**config.mk**
```make
export PLATFORM = sky130hd
export DESIGN_NAME = button_event_ctrl
export DESIGN_NICKNAME = d
export VERILOG_FILES = /design/src/rtl/button_event_ctrl_pkg.sv /design/src/rtl/button_event_ctrl_rise_edge.sv /design/src/rtl/button_event_ctrl.sv
export SDC_FILE = /design/constraint.sdc
export NUM_CORES = 1
export LEC_CHECK = 0
export BUFFER_PORTS_ARGS = -buffer_cell sky130_fd_sc_hd__clkbuf_2
export CAP_MARGIN = 40
export CORE_MARGIN = 1
export CORE_UTILIZATION = 56
export DETAILED_ROUTE_END_ITERATION = 8
export PLACE_DENSITY = 0.7
export SYNTH_ARGS = -nofsm -noshare
export SYNTH_HDL_FRONTEND = slang
export SYNTH_SLANG_ARGS = --single-unit
```
**constraint.sdc**
```tcl
create_clock -name i_clk -period 6.3 [get_ports i_clk]
set_clock_uncertainty 0.1 [all_clocks]
set_input_delay 1.26 -clock i_clk [delete_from_list [all_inputs] [get_ports i_clk]]
set_output_delay 1.26 -clock i_clk [all_outputs]
set_load 0.05 [all_outputs]
```
**src/rtl/button_event_ctrl_pkg.sv**
```systemverilog
// Shared definitions for the button event controller: FSM encoding and
// counter width helpers.
package button_event_ctrl_pkg;

   typedef enum logic [1:0] {
      ST_IDLE      = 2'd0,
      ST_PRESS     = 2'd1,
      ST_HOLD_LONG = 2'd2,
      ST_CFG_WAIT  = 2'd3
   } state_t;

   // Smallest r with 2**r >= v (v >= 1).
   function automatic int clog2(input int v);
      int r;
      r = 0;
      for (int i = 0; i < 32; i++) begin
         if ((longint'(1) << i) < longint'(v)) r = i + 1;
      end
      return r;
   endfunction

   function automatic int cnt_width(input int a, input int b);
      int m;
      m = (a > b) ? a : b;
      if (m < 2) m = 2;
      return clog2(m);
   endfunction

endpackage

```
**src/rtl/button_event_ctrl_rise_edge.sv**
```systemverilog
// Registered rising-edge detector for an already clean, synchronous level.
// The reset value of the history register is selectable.
module rise_edge #(
   parameter bit RST_VAL = 1'b1
) (
   input  logic clk,
   input  logic rstn,
   input  logic d,
   output logic rise
);

   logic q;

   always_ff @(posedge clk) begin
      if (!rstn) q <= RST_VAL;
      else       q <= d;
   end

   assign rise = d & ~q;

endmodule

```
**src/rtl/button_event_ctrl.sv**
```systemverilog
// Classifies debounced button presses as short (config start request with
// done/timeout tracking) or long (soft-reset request).
module button_event_ctrl
   import button_event_ctrl_pkg::*;
#(
   parameter int LONG_PRESS  = 100_000_000,
   parameter int CFG_TIMEOUT = 10_000_000
) (
   input  logic       i_clk,
   input  logic       i_rstn,
   input  logic       i_btn,
   input  logic       i_cfg_done,
   output logic       o_cfg_start,
   output logic       o_soft_rst,
   output logic       o_busy,
   output logic       o_cfg_err,
   output logic [1:0] o_state
);

   localparam int              CNT_W     = cnt_width(LONG_PRESS, CFG_TIMEOUT);
   localparam logic [CNT_W-1:0] HOLD_LAST = CNT_W'(LONG_PRESS - 1);
   localparam logic [CNT_W-1:0] TMO_LAST  = (CFG_TIMEOUT == 0) ? '0 : CNT_W'(CFG_TIMEOUT - 1);
   localparam bit              TMO_EN    = (CFG_TIMEOUT != 0);

   state_t             state;
   logic [CNT_W-1:0]   hold_cnt;
   logic [CNT_W-1:0]   tmo_cnt;
   logic               rise;

   // History resets to 1 so a button held through reset needs a release first.
   rise_edge #(.RST_VAL(1'b1)) u_rise (
      .clk  (i_clk),
      .rstn (i_rstn),
      .d    (i_btn),
      .rise (rise)
   );

   // Config handshake: o_cfg_start is a one-cycle request; o_busy stays high
   // until i_cfg_done is seen (pulse or level, any cycle from the request on)
   // or the timeout expires, whichever comes first; done wins a tie.
   always_ff @(posedge i_clk) begin
      if (!i_rstn) begin
         state       <= ST_IDLE;
         hold_cnt    <= '0;
         tmo_cnt     <= '0;
         o_cfg_start <= 1'b0;
         o_soft_rst  <= 1'b0;
         o_cfg_err   <= 1'b0;
         o_busy      <= 1'b0;
      end else begin
         o_cfg_start <= 1'b0;
         o_soft_rst  <= 1'b0;
         o_cfg_err   <= 1'b0;
         case (state)
            ST_IDLE: begin
               if (rise) begin
                  state    <= ST_PRESS;
                  hold_cnt <= '0;
               end
            end
            ST_PRESS: begin
               // Release is checked first so it beats the terminal count.
               if (!i_btn) begin
                  state       <= ST_CFG_WAIT;
                  tmo_cnt     <= '0;
                  o_cfg_start <= 1'b1;
                  o_busy      <= 1'b1;
               end else if (hold_cnt == HOLD_LAST) begin
                  state      <= ST_HOLD_LONG;
                  o_soft_rst <= 1'b1;
               end else begin
                  hold_cnt <= hold_cnt + CNT_W'(1);
               end
            end
            ST_HOLD_LONG: begin
               if (!i_btn) state <= ST_IDLE;
            end
            ST_CFG_WAIT: begin
               if (i_cfg_done) begin
                  state  <= ST_IDLE;
                  o_busy <= 1'b0;
               end else if (TMO_EN && (tmo_cnt == TMO_LAST)) begin
                  state     <= ST_IDLE;
                  o_cfg_err <= 1'b1;
                  o_busy    <= 1'b0;
               end else begin
                  tmo_cnt <= tmo_cnt + CNT_W'(1);
               end
            end
            default: state <= ST_IDLE;
         endcase
      end
   end

   assign o_state = state;

endmodule

```
==> results.json <==
{
  "grt_max_degree": 20,
  "clkLatencyLatePin_ps": 340,
  "cp-start-kind": "input port",
  "worstSetupStartpoint": "i_rstn",
  "cts_tree": "built",
  "synth_seq_cells": 61,
  "grt_util_all_layers_pct": 26.16,
  "ys_async_sr_fraction_pct": 0,
  "yosysUniqueCellTypes": 52,
  "wl_um": 7344,
  "clock-sinks": 61,
  "multiInputGateArea_sq_um": 1802,
  "yosysSeqAreaShare_pct": 38.75,
  "synth-xor-area-share_pct": 3.890,
  "drive_gt1_share_pct": 8.651,
  "synthCells": 389,
  "power.total_w": 0.0007567,
  "final_antenna_net_count": 0,
  "synth-compound-area-share_pct": 22.55,
  "powerDensity_nw_per_um2": 225.2,
  "io_pins": 10,
  "ir_drop_mv": 0.1434,
  "pwr-share-seq_pct": 51.8,
  "ys_warn_count": 0,
  "rows": 26,
  "reg2reg_to": "hold_cnt[5]$_SDFFE_PN0P_",
  "whs_path_depth": 1,
  "yosys.area_share.simple_pct": 29.30,
  "internal-power_w": 0.0005728,
  "ctsHoldBuffers": 0,
  "cts_root_buf": "clkbuf_8",
  "synthMuxAreaShare_pct": 0.6352,
  "clockPowerShare_pct": 42.2,
  "syn_avg_cell_area_sq_um": 8.102,
  "wire_per_inst_um": 15.86,
  "drv_slew": 0,
  "overflow": 0,
  "dp_hpwl_um": 4978,
  "seq_area_sq_um": 1221,
  "grt_pass1_wl_um": 12140,
  "rsz0062_at_grt": "false",
  "cp_max_fo": 19,
  "switchingPower_w": 0.0001839,
  "start_util_pct": 59.81,
  "clkTransAtPathRegs_ps": 70,
  "pre_cts_ws_ps": 2702,
  "maxCapViolCount": 0,
  "switching_share_pct": 24.31,
  "core_sq_um": 5270,
  "post-route-period-util_pct": 53.06,
  "die_h_um": 77.02,
  "diodes": 0,
  "htreeDepth": 3,
  "p_leak_nw": 1.164,
  "antenna_found_initial": 0,
  "layout-area-overhead-vs-synth_pct": 6.590,
  "synthesis.area_sq_um": 3152,
  "cp.required_ps": 6470,
  "grt_pass1_vias": 2471,
  "vias_per_cell": 6.361,
  "dieArea_sq_um": 5932,
  "cts_resized": 0,
  "dieWidth_um": 77.02,
  "synth_top_family_by_area": "simple AND/OR/NAND/NOR gates",
  "fin_crit_ps": 3343,
  "vias": 2945,
  "synth_flop_cell": "dfxtp_1",
  "hold_class": "reg -> reg",
  "relSlewSlack_pct": 36.89,
  "worstMarginPinSlew_ps": 940.4,
  "drtPass1Iterations": 5,
  "port_buffers": 9,
  "nets": 395,
  "finalSetupViolCount": 0,
  "end_kind": "flip-flop",
  "yosys.area_share.adder_pct": 0.7940,
  "fill_cells": 485,
  "clockBufferDepth": 2,
  "status": "finished clean",
  "tns_ps": 0,
  "syn-num-nets": 395,
  "numCtsBuffers": 9,
  "crit_arrival_ps": 3520,
  "drtIter0Drc": 311,
  "drc": 0,
  "fin_ws_ps": 2957,
  "r2r_start": "hold_cnt[0]$_SDFFE_PN0P_",
  "r2r.worst_path.cells": 7,
  "setup.worst_path.end": "hold_cnt[26]$_SDFFE_PN0P_",
  "rrSetupSlack_ps": 3200,
  "worst-setup-path-type": "in -> reg",
  "post_cts_buffers": 0,
  "fmax_mhz": 299.2,
  "combPwrFrac_pct": 6.0,
  "final-hold-violation-count": 0,
  "gp_congestion": 0.9001,
  "synth_edf_count": 0
}
## routing by layer
metal | track usage, % | share of wire (%) | vias up
met3 | 5.238 | 7.6 | 8
met1 | 39.35 | 52 | 1367
met4 | 13.21 | 1.3 | 0
met5 | 0 | 0 | -
li1 | - | - | 1462
met2 | 34.55 | 39 | 108
## Yosys cell counts, drive strengths merged, types with 3 or more instances
cell	number	share of area (%)
a21oi	23	3.7
a31oi	10	2.0
and2	11	2.2
and3	11	2.2
and4	11	3.1
buf	11	2.3
clkbuf	10	1.2
dfxtp	61	39
inv	5	0.60
nand2	25	3.0
nand3	19	3.2
nand4	18	3.6
nor2	39	5.0
nor3	10	1.6
nor4	6	1.2
nor4b	3	0.83
o2111ai	6	1.7
o211ai	4	1.1
o21a	6	1.4
o21ai	48	7.7
o31ai	6	1.4
or2	3	0.60
or3	6	1.2
xnor2	6	1.7
xor2	8	2.2
## cell usage in the layout, fill, tap and decap left out, drive strengths merged, types with 4 or more instances in the layout
cell     count
nor4         6
and4        11
o31ai        6
nand3       19
xor2         8
o21ai       48
dfxtp       61
o211ai       4
a21oi       23
nand2       25
nor2        39
o21a         6
and3        11
xnor2        6
clkbuf      23
or3          6
a31oi       10
inv          5
o2111ai      6
nand4       18
and2        11
nor3        10
## worst max-delay path, stage by stage
cell      delay, ps
clkbuf_2        200
nand3b_1        550
nor2_1          750
o31ai_1         350
a31oi_1         220
o21ai_0          80
o21ai_0         100
## cell families after synthesis
logic type      count (synthesis)
xor+xnor                       14
mux                             2
simple gates                  169
buf+inv                        26
fa+ha+maj                       2
flops                          61
compound gates                115
## per-stage QoR
step                instances  hold WS (ps)  instance area [sq um]  utilization (%)
floorplan                 389         344.6                   3152                -
global placement          448         370.2                   3182            60.38
detailed placement        448         378.8                   3182            60.38
CTS                       463         387.8                   3359            63.75
global route              463         423.5                   3359            63.75
finish                    463         383.4                   3359            63.75
## worst min-delay path by stage
stage,start,endpoint,slack (ps)
after floorplan,hold_cnt[16]$_SDFFE_PN0P_,hold_cnt[16]$_SDFFE_PN0P_,340
after global placement,hold_cnt[15]$_SDFFE_PN0P_,hold_cnt[15]$_SDFFE_PN0P_,370
after detailed placement,hold_cnt[22]$_SDFFE_PN0P_,hold_cnt[22]$_SDFFE_PN0P_,380
after CTS,hold_cnt[22]$_SDFFE_PN0P_,hold_cnt[22]$_SDFFE_PN0P_,390
after global routing,hold_cnt[26]$_SDFFE_PN0P_,hold_cnt[26]$_SDFFE_PN0P_,420
final,hold_cnt[15]$_SDFFE_PN0P_,hold_cnt[15]$_SDFFE_PN0P_,380
## flip-flops by register name, summed over array words and instances (netlist names)
register,cells
o_cfg_start,1
o_soft_rst,1
o_state,2
hold_cnt,27
o_cfg_err,1
u_rise.q,1
o_busy,1
tmo_cnt,27
## power by group through the flow
stage | registers, W | logic [W] | clock network [W]
after floorplan | 0.000403 | 0.0000307 | 0
after global placement | 0.000400 | 0.0000441 | 0
after detailed placement | 0.000400 | 0.0000444 | 0
after CTS | 0.000392 | 0.0000446 | 0.000325
after global routing | 0.000392 | 0.0000499 | 0.000341
final | 0.000392 | 0.0000456 | 0.000319
## layout make-up
cell class	instances	share of cell area (%)
Sequential cell	61	36.35
Inverter	5	0.5587
Tap cell	70	2.607
Timing Repair Buffer	10	1.564
Clock buffer	14	5.140
Clock inverter	1	0.1490
Multi-Input combinational cell	302	53.63
(Power assumes the default switching activity.)
